==> src/rtl/speed_cmd_if.sv <==
// Link between the serial speed-command receiver and its neighbours: the controller's
// serial bit clock/data on one side, the registered command for the PWM stage on the other.
interface speed_cmd_if;
  logic       f_en;
  logic       freq;
  logic [3:0] speed;
  logic       dir;
  logic       run;
  logic       upd;
  logic       err;
  logic [7:0] err_cnt;
  logic       stale;

  modport master (
    output f_en, freq,
    input  speed, dir, run, upd, err, err_cnt, stale
  );

  modport slave (
    input  f_en, freq,
    output speed, dir, run, upd, err, err_cnt, stale
  );
endinterface

==> src/rtl/speed_cmd_rx.sv <==
// Serial speed-command receiver: synchronises the controller bit clock and data, hunts for
// the 1010 sync word, checks even parity and drives a held speed/dir/run command with a watchdog.
module speed_cmd_rx #(
  parameter int TIMEOUT = 4096,
  parameter int WDOG    = 1000000
) (
  input logic        clk,
  input logic        rst,
  speed_cmd_if.slave bus
);

  localparam int GAP_W = $clog2(TIMEOUT + 1);
  localparam int WD_W  = $clog2(WDOG + 1);

  localparam logic [GAP_W-1:0] GAP_MAX = GAP_W'(TIMEOUT);
  localparam logic [GAP_W-1:0] GAP_PRE = GAP_W'(TIMEOUT - 1);
  localparam logic [WD_W-1:0]  WD_MAX  = WD_W'(WDOG);
  localparam logic [3:0]       SYNC_WORD = 4'b1010;
  localparam logic [2:0]       LAST_BIT  = 3'd6;

  typedef enum logic {
    HUNT = 1'b0,
    DATA = 1'b1
  } state_t;

  state_t state, state_nx;

  // Input synchroniser and edge detector.
  logic f_en_s1, f_en_s2, f_en_q;
  logic freq_s1, freq_s2;
  logic acc_q;
  logic bit_q;

  // Frame assembly.
  logic [2:0] hist, hist_nx;
  logic [3:0] sync_shift;
  logic [5:0] data_sr, data_nx;
  logic [2:0] bit_cnt, bit_cnt_nx;
  logic [6:0] frame;
  logic       frame_ok, frame_bad, to_err;

  // Inter-bit gap and loss-of-link timers.
  logic [GAP_W-1:0] gap_cnt;
  logic             gap_hit;
  logic [WD_W-1:0]  wdog_cnt;

  // Registered command outputs.
  logic [3:0] speed_q;
  logic       dir_q, run_q, upd_q, err_q, stale_q;
  logic [7:0] err_cnt_q;

  // NOTE: sequential state uses non-blocking assignments so every flop samples the
  // pre-edge value of its neighbours; reset is synchronous, so it lives inside the clocked branch.
  always_ff @(posedge clk) begin
    if (!rst) begin
      f_en_s1 <= 1'b0;
      f_en_s2 <= 1'b0;
      f_en_q  <= 1'b0;
      freq_s1 <= 1'b0;
      freq_s2 <= 1'b0;
      acc_q   <= 1'b0;
      bit_q   <= 1'b0;
    end else begin
      f_en_s1 <= bus.f_en;
      f_en_s2 <= f_en_s1;
      f_en_q  <= f_en_s2;
      freq_s1 <= bus.freq;
      freq_s2 <= freq_s1;
      acc_q   <= f_en_s2 & ~f_en_q;
      bit_q   <= freq_s2;
    end
  end

  // gap_hit pulses once, in the cycle the counter sits at TIMEOUT; an accept always wins.
  always_ff @(posedge clk) begin
    if (!rst) begin
      gap_cnt <= '0;
      gap_hit <= 1'b0;
    end else if (acc_q) begin
      gap_cnt <= '0;
      gap_hit <= 1'b0;
    end else begin
      if (gap_cnt != GAP_MAX) gap_cnt <= gap_cnt + 1'b1;
      gap_hit <= (gap_cnt == GAP_PRE);
    end
  end

  always_ff @(posedge clk) begin
    if (!rst) begin
      state   <= HUNT;
      hist    <= '0;
      data_sr <= '0;
      bit_cnt <= '0;
    end else begin
      state   <= state_nx;
      hist    <= hist_nx;
      data_sr <= data_nx;
      bit_cnt <= bit_cnt_nx;
    end
  end

  // The stored three bits plus the incoming bit form the 4-bit sliding sync window.
  assign sync_shift = {hist, bit_q};
  assign frame      = {data_sr, bit_q};

  // NOTE: every signal written here gets a default first, so no path leaves one
  // unassigned and no latch is inferred.
  always_comb begin
    state_nx   = state;
    hist_nx    = hist;
    data_nx    = data_sr;
    bit_cnt_nx = bit_cnt;
    frame_ok   = 1'b0;
    frame_bad  = 1'b0;
    to_err     = 1'b0;

    unique case (state)
      HUNT: begin
        if (acc_q) begin
          hist_nx = sync_shift[2:0];
          if (sync_shift == SYNC_WORD) begin
            state_nx   = DATA;
            bit_cnt_nx = '0;
          end
        end else if (gap_hit) begin
          hist_nx = '0;
        end
      end

      DATA: begin
        if (acc_q) begin
          if (bit_cnt == LAST_BIT) begin
            frame_ok  = ~^frame;
            frame_bad = ^frame;
            state_nx  = HUNT;
            hist_nx   = '0;
          end else begin
            data_nx    = {data_sr[4:0], bit_q};
            bit_cnt_nx = bit_cnt + 3'd1;
          end
        end else if (gap_hit) begin
          to_err   = 1'b1;
          hist_nx  = '0;
          state_nx = HUNT;
        end
      end

      default: state_nx = HUNT;
    endcase
  end

  always_ff @(posedge clk) begin
    if (!rst) begin
      wdog_cnt <= '0;
    end else if (frame_ok) begin
      wdog_cnt <= '0;
    end else if (wdog_cnt != WD_MAX) begin
      wdog_cnt <= wdog_cnt + 1'b1;
    end
  end

  // A valid frame takes precedence over a watchdog expiry landing in the same cycle.
  always_ff @(posedge clk) begin
    if (!rst) begin
      speed_q   <= '0;
      dir_q     <= 1'b0;
      run_q     <= 1'b0;
      upd_q     <= 1'b0;
      err_q     <= 1'b0;
      err_cnt_q <= '0;
      stale_q   <= 1'b1;
    end else begin
      upd_q <= frame_ok;
      err_q <= frame_bad | to_err;

      if ((frame_bad | to_err) && (err_cnt_q != 8'hFF)) err_cnt_q <= err_cnt_q + 8'd1;

      if (frame_ok) begin
        dir_q   <= frame[6];
        run_q   <= frame[5];
        speed_q <= frame[4:1];
        stale_q <= 1'b0;
      end else if (wdog_cnt == WD_MAX) begin
        run_q   <= 1'b0;
        speed_q <= '0;
        stale_q <= 1'b1;
      end
    end
  end

  assign bus.speed   = speed_q;
  assign bus.dir     = dir_q;
  assign bus.run     = run_q;
  assign bus.upd     = upd_q;
  assign bus.err     = err_q;
  assign bus.err_cnt = err_cnt_q;
  assign bus.stale   = stale_q;

endmodule

==> src/flat_wrapper.sv <==
// flat-port wrapper written by rule: the top's interface ports become plain ports
module speed_cmd_rx_flat 
#(
  parameter int TIMEOUT = 4096,
  parameter int WDOG    = 1000000
)
  (clk, rst, bus_f_en, bus_freq, bus_speed, bus_dir, bus_run, bus_upd, bus_err, bus_err_cnt, bus_stale);
  speed_cmd_if bus_i ();
  input logic clk;
  input logic rst;
  input wire logic [$bits(bus_i.f_en)-1:0] bus_f_en;
  input wire logic [$bits(bus_i.freq)-1:0] bus_freq;
  output wire logic [$bits(bus_i.speed)-1:0] bus_speed;
  output wire logic [$bits(bus_i.dir)-1:0] bus_dir;
  output wire logic [$bits(bus_i.run)-1:0] bus_run;
  output wire logic [$bits(bus_i.upd)-1:0] bus_upd;
  output wire logic [$bits(bus_i.err)-1:0] bus_err;
  output wire logic [$bits(bus_i.err_cnt)-1:0] bus_err_cnt;
  output wire logic [$bits(bus_i.stale)-1:0] bus_stale;
  assign bus_i.f_en = bus_f_en;
  assign bus_i.freq = bus_freq;
  assign bus_speed = bus_i.speed;
  assign bus_dir = bus_i.dir;
  assign bus_run = bus_i.run;
  assign bus_upd = bus_i.upd;
  assign bus_err = bus_i.err;
  assign bus_err_cnt = bus_i.err_cnt;
  assign bus_stale = bus_i.stale;
  speed_cmd_rx #(.TIMEOUT(TIMEOUT), .WDOG(WDOG)) u_core (.clk(clk), .rst(rst), .bus(bus_i));
endmodule
==> config.mk <==
export PLATFORM = sky130hd
export DESIGN_NAME = speed_cmd_rx_flat
export DESIGN_NICKNAME = d
export VERILOG_FILES = /design/src/rtl/speed_cmd_if.sv /design/src/rtl/speed_cmd_rx.sv /design/src/flat_wrapper.sv
export SDC_FILE = /design/constraint.sdc
export NUM_CORES = 1
export LEC_CHECK = 0
export ABC_AREA = 0
export CAP_MARGIN = 20
export CORE_ASPECT_RATIO = 1.2
export CORE_MARGIN = 5
export CORE_UTILIZATION = 56
export CTS_CLUSTER_DIAMETER = 50
export CTS_CLUSTER_SIZE = 25
export DETAILED_ROUTE_END_ITERATION = 10
export PLACE_DENSITY = 0.76
export SLEW_MARGIN = 20
export SYNTH_ARGS = -nofsm -noshare
export SYNTH_HDL_FRONTEND = slang
export SYNTH_SLANG_ARGS = --single-unit
==> constraint.sdc <==
create_clock -name clk -period 4.58 [get_ports clk]
set_input_delay 1.374 -clock clk [delete_from_list [all_inputs] [get_ports clk]]
set_output_delay 1.374 -clock clk [all_outputs]
set_load 0.05 [all_outputs]
==> metrics.cfg <==
[run_status]
outcome = completed

[route]
viasPerCell = 5.81
route.detailed.drc = 0
ant_nets = 0
drt-total-wl_um = 6100
drtIter0Drc = 194
wl_per_cell_um = 13.5
first_pass_iters = 4
num_vias = 2632

[critical_path]
worstReg2RegStart = u_core.data_sr[0]
startpoint = u_core.bus.err_cnt[7]
cpLargestDelayFamily = buffers and inverters
cp_slowest_cell = clkdlybuf4s50_1
crit_type = flip-flop to output port
startpoint_type = flip-flop
arrival_ns = 1.67
rr_worst_depth = 4
path_depth = 1
path_cells = clkdlybuf4s50_1
cp_num_buf_inv = 1
cp_max_fo = 8
end_kind = output port
cp.required_ns = 3.21
max_stage_delay_ns = 0.86

[finish]
drive_gt1_share_pct = 6.17
nNetsFinal = 395
fin_util_pct = 64.9
area_growth_pct = 12.9
antenna_cells = 0
n_fill_cell = 492
fin_area_sq_um = 3650

[synthesis]
syn-instance-count = 364
syn_nets = 375
syn_area_sq_um = 3240
synthFlopType = dfxtp_1
synth.avg_cell_area_sq_um = 8.89
async_flop_share_pct = 0
synth_commonest_cells = dfxtp_1, nand2_1, a21oi_1, nor2_1, nand3_1
synth_top_area_share_pct = 43.9
yosys.area.top_type = dfxtp_1
synth-seq-cells = 71
seq_area_frac_synth_pct = 43.9
yosysWarnings = 0
synth_edf_count = 0
synthTopCellsByArea = dfxtp_1, a21oi_1, nand2_1, nand3_1, nor2_1
ys_types = 50
yosys.cell_count.top_type = dfxtp_1

[clock_network]
cts_buffer_depth = 2
post-cts-setup-buffers = 0
h-tree-depth = 3
cts_root_buf = clkbuf_8
cts-buffers-inserted = 9
clkSinkCount = 71
cts_resized = 0
cts_tree = built
clkTransAtPathRegs_ns = 0.07
clkLatencyLatePin_ns = 0.35
holdBufCountCts = 0

[sta]
worst_slew_pin_slew_ns = 0.506
report.final.hold_viol_count = 0
whs_ns = 0.391
rsz0062_at_grt = no
setup_viol = 0
max_freq_mhz = 328
tns_ns = 0
fin_skew_ns = 0.00704
period_needed_ns = 3.05
drv_slew = 0
post-route-period-util_pct = 66.6
maxSlewHeadroom_pct = 66.2

[global_route]
grt-ovfl-total = 0
grt_start_max_net_pins = 25
grt_pass1_wl_um = 10800
grt_antenna_before_repair = 0
grt_usage_pct = 18.2
grt_pass1_vias = 2438

[hold_path]
hp-start = u_core.f_en_q
hold_depth = 1
min-delay-path-class = flip-flop to flip-flop

[pwr]
powerDensity_nw_per_um2 = 306
ir_drop_uv = 173
p_leak_uw = 0.00122

[floorplanning]
core_region_area_sq_um = 5630
start_util_pct = 57.5
rows = 30
die_w_um = 79.4
pin_count = 21
die_h_um = 93.3
dieArea_sq_um = 7410

[placed_design]
numPortBuffers = 20
gp_congestion = 0.819
placed_cell_area_sq_um = 3480
dpl.hpwl_um = 4290

[run]
maxCapViolCount = 0

-- sequential cells by signal, indices dropped and copies added (netlist names), 3 cells and up --
name,count
u_core.hist,3
u_core.wdog_cnt,20
u_core.gap_cnt,13
u_core.bit_cnt,3
u_core.bus.speed,4
u_core.data_sr,6
u_core.bus.err_cnt,8
-- cell type report --
class | count | area, sq um | area share, %
repair buffers | 22 | 215 | 5.89
multi-input cells | 268 | 1720 | 47.0
flip-flops and latches | 71 | 1420 | 38.9
inverters | 12 | 45.0 | 1.23
clock buffers | 13 | 159 | 4.35
well taps | 64 | 80.1 | 2.19
clock inverters | 3 | 17.5 | 0.479
-- placed cells by master (no fill, tap or decap), drive strengths merged, types with 5 or more instances in the layout --
cell type	netlist	layout
dfxtp	71	71
xor2	10	10
nor4	7	7
clkbuf	8	13
nand2b	8	8
nand3	23	23
nand2	37	37
a32o	5	5
o21ai	12	12
or4	6	6
nor3	10	10
nor2	25	25
ha	7	7
clkdlybuf4s50	0	20
nand4	14	14
and3	6	6
inv	11	11
and2	8	8
xnor2	11	11
or3	6	6
a21oi	29	29
mux2i	7	7
-- cell families (layout without fill, tap and decap cells) --
family                     after synthesis  in the layout  share of synthesized area (%)
AOI/OAI and AO/OA                       64             64                           12.4
buffers and inverters                   25             50                           3.05
adders and majority gates                7              7                           2.71
DFF                                     71             71                           43.9
muxes                                    7              7                           2.16
xor gates and xnor gates                24             24                           8.19
and+or+nand+nor                        166            166                           27.6
-- metal layers --
metal / track usage [%] / vias up / wire, um
met2: 29.6 / 39 / 2890
met4: 10.5 / 0 / 117
li1: - / 1358 / -
met1: 22.4 / 1226 / 2890
met5: 0 / - / 0
met3: 3.56 / 9 / 207
-- path summary, 6_finish.rpt --
path	endpoint	slack [ns]
setup reg to reg	u_core.bus.speed[2]	2.67
setup / recovery	bus_err_cnt[7]	1.53
hold / removal	u_core.acc_q	0.39
hold reg to reg	u_core.acc_q	0.39
-- report_power, final --
| group | switching [uW] | internal, uW | leakage, uW |
|---|---|---|---|
| clock network | 228 | 225 | 0.0000894 |
| registers | 6.88 | 624 | 0.000574 |
| logic | 21.3 | 14.8 | 0.000557 |
| total | 256 | 864 | 0.00122 |
-- through the flow --
| step | cells | worst slack [ns] | total power, uW |
|---|---|---|---|
| global route | 453 | 1.49 | 1160 |
| detailed placement | 437 | 1.28 | 682 |
| floorplan | 364 | 2.47 | 671 |
| global placement | 437 | 1.30 | 680 |
| CTS | 453 | 1.52 | 1130 |
| finish | 453 | 1.53 | 1120 |
Note: power is estimated with default switching activity, not from simulation.
